<file path="config.mk">
export PLATFORM = sky130hd
export DESIGN_NAME = mult_table_reader
export DESIGN_NICKNAME = d
export VERILOG_FILES = /design/src/rtl/mult_table_reader.sv
export SDC_FILE = /design/constraint.sdc
export NUM_CORES = 1
export LEC_CHECK = 0
export ABC_AREA = 1
export CAP_MARGIN = 25
export CORE_MARGIN = 4
export CORE_UTILIZATION = 24
export DETAILED_ROUTE_END_ITERATION = 6
export RECOVER_POWER = 100
export SYNTH_ARGS = -nofsm -noshare
export SYNTH_HDL_FRONTEND = slang
export SYNTH_SLANG_ARGS = --single-unit
</file>
<file path="constraint.sdc">
create_clock -name clk -period 1.2 [get_ports clk]
set_input_delay 0.24 -clock clk [delete_from_list [all_inputs] [get_ports clk]]
set_output_delay 0.24 -clock clk [all_outputs]
set_load 0.005 [all_outputs]
</file>
<file path="src/rtl/mult_table_reader.sv">
// rtl/mult_table_reader.sv - single-outstanding requester for the mempy multiply lookup ROM
// Optional build macro: MULT_TABLE_READER_CHECK_EN (behavioural a*b cross-check driving err)
module mult_table_reader #(
    parameter int OPW    = 4,
    parameter int N      = 2 * OPW,
    parameter int RD_LAT = 1
) (
    input  logic           clk,
    input  logic           rst,
    input  logic           in_valid,
    output logic           in_ready,
    input  logic [OPW-1:0] in_a,
    input  logic [OPW-1:0] in_b,
    output logic           out_valid,
    input  logic           out_ready,
    output logic [N-1:0]   out_product,
    output logic [N-1:0]   mem_address,
    output logic           mem_read_en,
    output logic           mem_ce,
    input  logic [N-1:0]   mem_data,
    output logic           err
);

    typedef enum logic [1:0] {
        IDLE = 2'd0,
        READ = 2'd1,
        DONE = 2'd2
    } state_t;

    localparam logic [3:0] LAT_M1 = 4'(RD_LAT - 1);

    state_t         state;
    state_t         state_nxt;
    logic [OPW-1:0] a_q;
    logic [OPW-1:0] b_q;
    logic [3:0]     cnt_q;
    logic [N-1:0]   product_q;
    logic           accept;
    logic           capture;

    always_ff @(posedge clk) begin
        if (rst) begin
            state <= IDLE;
        end else begin
            state <= state_nxt;
        end
    end

    always_comb begin
        state_nxt = state;
        in_ready  = 1'b0;
        out_valid = 1'b0;
        mem_ce    = 1'b0;
        accept    = 1'b0;
        capture   = 1'b0;
        case (state)
            IDLE: begin
                in_ready = 1'b1;
                if (in_valid) begin
                    accept    = 1'b1;
                    state_nxt = READ;
                end
            end
            READ: begin
                mem_ce = 1'b1;
                if (cnt_q == 4'd0) begin
                    capture   = 1'b1;
                    state_nxt = DONE;
                end
            end
            DONE: begin
                out_valid = 1'b1;
                if (out_ready) begin
                    state_nxt = IDLE;
                end
            end
            default: state_nxt = IDLE;
        endcase
    end

    // Strobes and address are decoded from the registered state so they move on the same edge.
    assign mem_read_en = mem_ce;
    assign mem_address = mem_ce ? {a_q, b_q} : '0;
    assign out_product = product_q;

    always_ff @(posedge clk) begin
        if (rst) begin
            a_q       <= '0;
            b_q       <= '0;
            cnt_q     <= '0;
            product_q <= '0;
        end else begin
            if (accept) begin
                a_q   <= in_a;
                b_q   <= in_b;
                cnt_q <= LAT_M1;
            end else if (state == READ && cnt_q != 4'd0) begin
                cnt_q <= cnt_q - 4'd1;
            end
            if (capture) begin
                product_q <= mem_data;
            end
        end
    end

`ifdef MULT_TABLE_READER_CHECK_EN
    logic [N-1:0] expect_product;
    logic         err_q;

    assign expect_product = N'(a_q) * N'(b_q);

    always_ff @(posedge clk) begin
        if (rst) begin
            err_q <= 1'b0;
        end else if (capture && mem_data != expect_product) begin
            err_q <= 1'b1;
        end
    end

    assign err = err_q;
`else
    assign err = 1'b0;
`endif

endmodule

</file>
Yosys cells after proc, flatten, opt, wreduce, memory -nomap -nowiden. Index checks and enable logic that the tools add are counted.

Flip-flop bits (word level): 22. Bits in latches: 0. Bits in writable memories: 0. Bits in read-only memories: 0. Bits of input ports: 20. Output and inout bits: 21. Word-level logic and storage cells: 29. Memories: 0.

$add $sub $neg: 1. Multipliers: 0. Div/mod/pow operators: 0. Order comparisons: 0. Equal/unequal tests: 5. Shift-type cells: 0. Mux-type cells: 12. Bitwise operators: 0. Reductions and logical operators: 6.

Operators by type and width (number): 2-to-1 mux 8 bit (1); 2-to-1 mux 1 bit (7); 2-to-1 mux 2 bit (3); != test 2 bit (second input constant) (3); case mux 2 bit (3 select lines) (1); zero test 4 bit (1); nonzero test 4 bit (1); subtractor 4 x 1 -> 4 bit (second input constant) (1); AND reduction 3 bit (1); equality test 2 x 1 -> 1 bit (second input constant) (1); equality test 2 bit (second input constant) (1); zero test 2 bit (1); OR reduction 2 bit (1); logical AND 1 bit (1).

Logic depth before layout (Yosys ltp).
Depth in word-level cells: 3. Mapped depth: 7. Depth with buffers taken out: 7.

Worst setup path before layout. No wires, ideal clock.

Path type: reg2reg. From: reg cnt_q[0]. To: reg cnt_q[1]. Library setup time: 0.116 ns. Arrival time: 0.990 ns. Data required time: 1.084 ns. Slack: 0.094 ns. Stages on the path, launching flop included: 7. Clock period less this slack: 1.106 ns. Cell sequence: dfxtp_1 -> inv_1 -> ha_1 -> nand2_1 -> nand2_2 -> o21ai_0 -> nor2_1.

Word-level cells in the longest chain between the ends: 2.

RTL lines: from (decl) (RTL line 36) `logic [3:0] cnt_q;`; from (signal assigned) (RTL line 98) `cnt_q <= cnt_q - 4'd1;`; branches (longest 2 deep; another with subtractor 4 x 1 -> 4 bit).

Parallel ways; which one is timed is not known. A chain may end at the register's enable or synchronous reset.

Worst setup path after layout.
From: reg state[1]. To: out mem_address[4].

Word-level cells in the longest chain between the ends: 3.

RTL lines: from (decl) (RTL line 32) `state_t state;`; from (signal assigned) (RTL line 45) `state <= state_nxt;`; equality test 2 x 1 -> 1 bit (RTL line 56) `case (state)`; 2-to-1 mux 1 bit (RTL line 56); 2-to-1 mux 8 bit (RTL line 83) `assign mem_address = mem_ce ? {a_q, b_q} : '0;`; to (decl) (RTL line 17) `output logic [N-1:0] mem_address,`.

Every way passes these cells.

==> results.json <==
{
  "hold_slack_ns": 0.454,
  "async_flop_share_pct": 0,
  "hold_viol_final": 0,
  "grt_max_degree": 18,
  "antenna_left": 0,
  "die_h_um": 70.3,
  "violations": "negative setup slack",
  "cts_root_buffer": "clkbuf_8",
  "syn_inst": 125,
  "synth-seq-cells": 22,
  "synth_top_area_share_pct": 47.2,
  "viasPerCell": 4.13,
  "timing.critical_path.from_type": "flop",
  "grt_pass1_vias": 941,
  "placement.io_buffers": 39,
  "overflow": 0,
  "firstDrtPassIters": 4,
  "cts_max_path_buffers": 2,
  "finalCritPeriodShare_pct": 107,
  "synthesis.nets": 146,
  "die_w_um": 70.3,
  "place_area_mm2": 0.00144,
  "cts-buffers-inserted": 3,
  "place_hpwl_um": 1660,
  "drv_slew": 0,
  "worstHoldPathType": "flop to flop",
  "synth_area_leaders": "dfxtp_1 47%, nor2_1 13%, o21ai_0 8.6%",
  "fin_nets": 211,
  "netlist_area_um2": 932,
  "powerDensity_mw_per_mm2": 989,
  "syn_avg_cell_area_um2": 7.46,
  "vias": 979,
  "rows": 22,
  "synthFlopType": "dfxtp_1",
  "leakagePower_nw": 0.787,
  "vdd_drop_max_mv": 0.376,
  "clkLatencyLatePin_ns": 0.26,
  "worstSetupStartpoint": "state[1]$_SDFFE_PP0P_",
  "avgRoutedWirePerCell_um": 10.8,
  "critPathKind": "flop to output pin",
  "worst_slack_ns": -0.0823,
  "yosys.area.top_type": "dfxtp_1",
  "antenna_found_initial": 0,
  "setup_violations": 20,
  "stdcell_area_mm2": 0.00180,
  "path_clk_slew_ns": 0.08,
  "design.die.area_mm2": 0.00494,
  "final_layout_size_suffix_gt1_share_pct": 43.9,
  "r2r-start": "state[1]$_SDFFE_PP0P_",
  "end_kind": "output pin",
  "ys_seq_area_share_pct": 47.2,
  "cts_tree": "built",
  "crit_required_ns": 0.96,
  "cts_sinks": 22,
  "cp_max_fo": 5,
  "setup-tns-final_ns": -0.738,
  "cts_htree_levels": 1,
  "rsz0062_at_grt": "yes",
  "core_mm2": 0.00372,
  "diodes": 0,
  "cp.arrival_ns": 1.04,
  "synth-warning-count": 0,
  "max-cap-violations": 0,
  "grt_usage_pct": 10.3,
  "status": "finished with violations",
  "drc": 0,
  "preCtsSetupSlack_ns": -0.176,
  "totalWireLength_um": 2560,
  "io_pins": 41,
  "gp_congestion": 0.818,
  "initial_utilization_pct": 25.1,
  "ys_types": 21,
  "synth_edf_count": 0,
  "min_from": "b_q[3]$_SDFFE_PP0P_",
  "synth_most_common_cell": "nor2_1",
  "synthTopCellsByCount": "32 x nor2_1, 22 x dfxtp_1, 16 x inv_1, 16 x o21ai_0, 12 x a21oi_1",
  "drt_iter0_drc": 46,
  "post-route-min-period_ns": 1.28,
  "area_growth_pct": 93.2,
  "grt_pass1_wl_um": 4160,
  "fmax_mhz": 780,
  "clock_skew_ns": 0.00407
}
layout by cell type, fill, tap and decap left out, types with 2 or more instances in the layout:
cell,netlist,routed
buf_4,2,15
buf_2,0,11
a21oi_1,12,9
o21ai_1,1,7
inv_2,0,3
inv_1,16,12
o21ai_2,0,4
dlygate4sd2_1,0,8
buf_6,1,7
nand4_1,2,2
dfxtp_1,22,20
nor2_2,1,5
clkbuf_8,0,4
o21ai_0,16,6
clkdlybuf4s50_1,0,19
nand2_4,1,4
nand3_4,1,2
nor2_4,0,16
a21oi_2,0,3
nor2_1,32,12
nand2_1,9,8
worst max-delay path, stage by stage, from the launching register on:
cell and delay, ns:
dfxtp_2 0.34, inv_4 0.07, buf_6 0.11, nand2_8 0.08, nor2_4 0.08, buf_2 0.11
final timing paths:
check	to	slack [ns]	cells past startpoint
setup / recovery	mem_address[4]	-0.08	5
hold / removal	b_q[3]$_SDFFE_PP0P_	0.45	2
setup reg to reg	out_product[4]$_SDFFE_PP0P_	-0.03	9
hold reg to reg	b_q[3]$_SDFFE_PP0P_	0.45	2
layout make-up:
type	count	area, um2
flip-flops and latches	22	445
well taps	48	60.1
multi-input cells	82	604
fillers	364	1920
clock buffers	4	55.1
inverters	19	93.8
repair buffers	62	542
sequential cells by signal, summed over array words and instances, names as in the netlist:
| signal | cells |
|---|---|
| state | 2 |
| a_q | 4 |
| cnt_q | 4 |
| b_q | 4 |
| out_product | 8 |
logic make-up (layout without fill, tap and decap cells):
group / Yosys count / after routing / share of synthesized area (%)
AO/OA/AOI/OAI: 29 / 29 / 15.6
adder cells (fa/ha/maj): 1 / 1 / 1.34
buffers and inverters: 23 / 85 / 11.9
flip-flops: 22 / 22 / 47.2
other: 1 / 1 / 0.402
AND/OR/NAND/NOR: 49 / 51 / 23.5
routing by layer:
layer | share of wire (%) | up-vias | GRT usage, %
met4 | 0.47 | 0 | 2.55
met1 | 44 | 431 | 12.7
met5 | 0 | - | 0
met3 | 5.8 | 2 | 3.31
li1 | - | 524 | -
met2 | 49 | 22 | 17.2
power by group:
part	switching, mW	internal (mW)
Clock	0.232	0.292
Sequential	0.0305	0.781
Combinational	0.205	0.241
what timing repair did:
action,in CTS,in global routing
setup buffers,6,5
endpoints found under the setup margin,40,29
pin swaps,9,16
hold buffers,0,0
resized for setup,92,52
gates cloned,2,0
per-stage QoR:
step	cells	util, %	power, mW
floorplan	125	-	0.954
global placement	220	38.8	1.14
detailed placement	220	38.8	1.14
CTS	232	43.8	1.72
global route	237	48.5	1.88
finish	237	48.5	1.78
No activity file was read; power rests on OpenSTA's default activity.
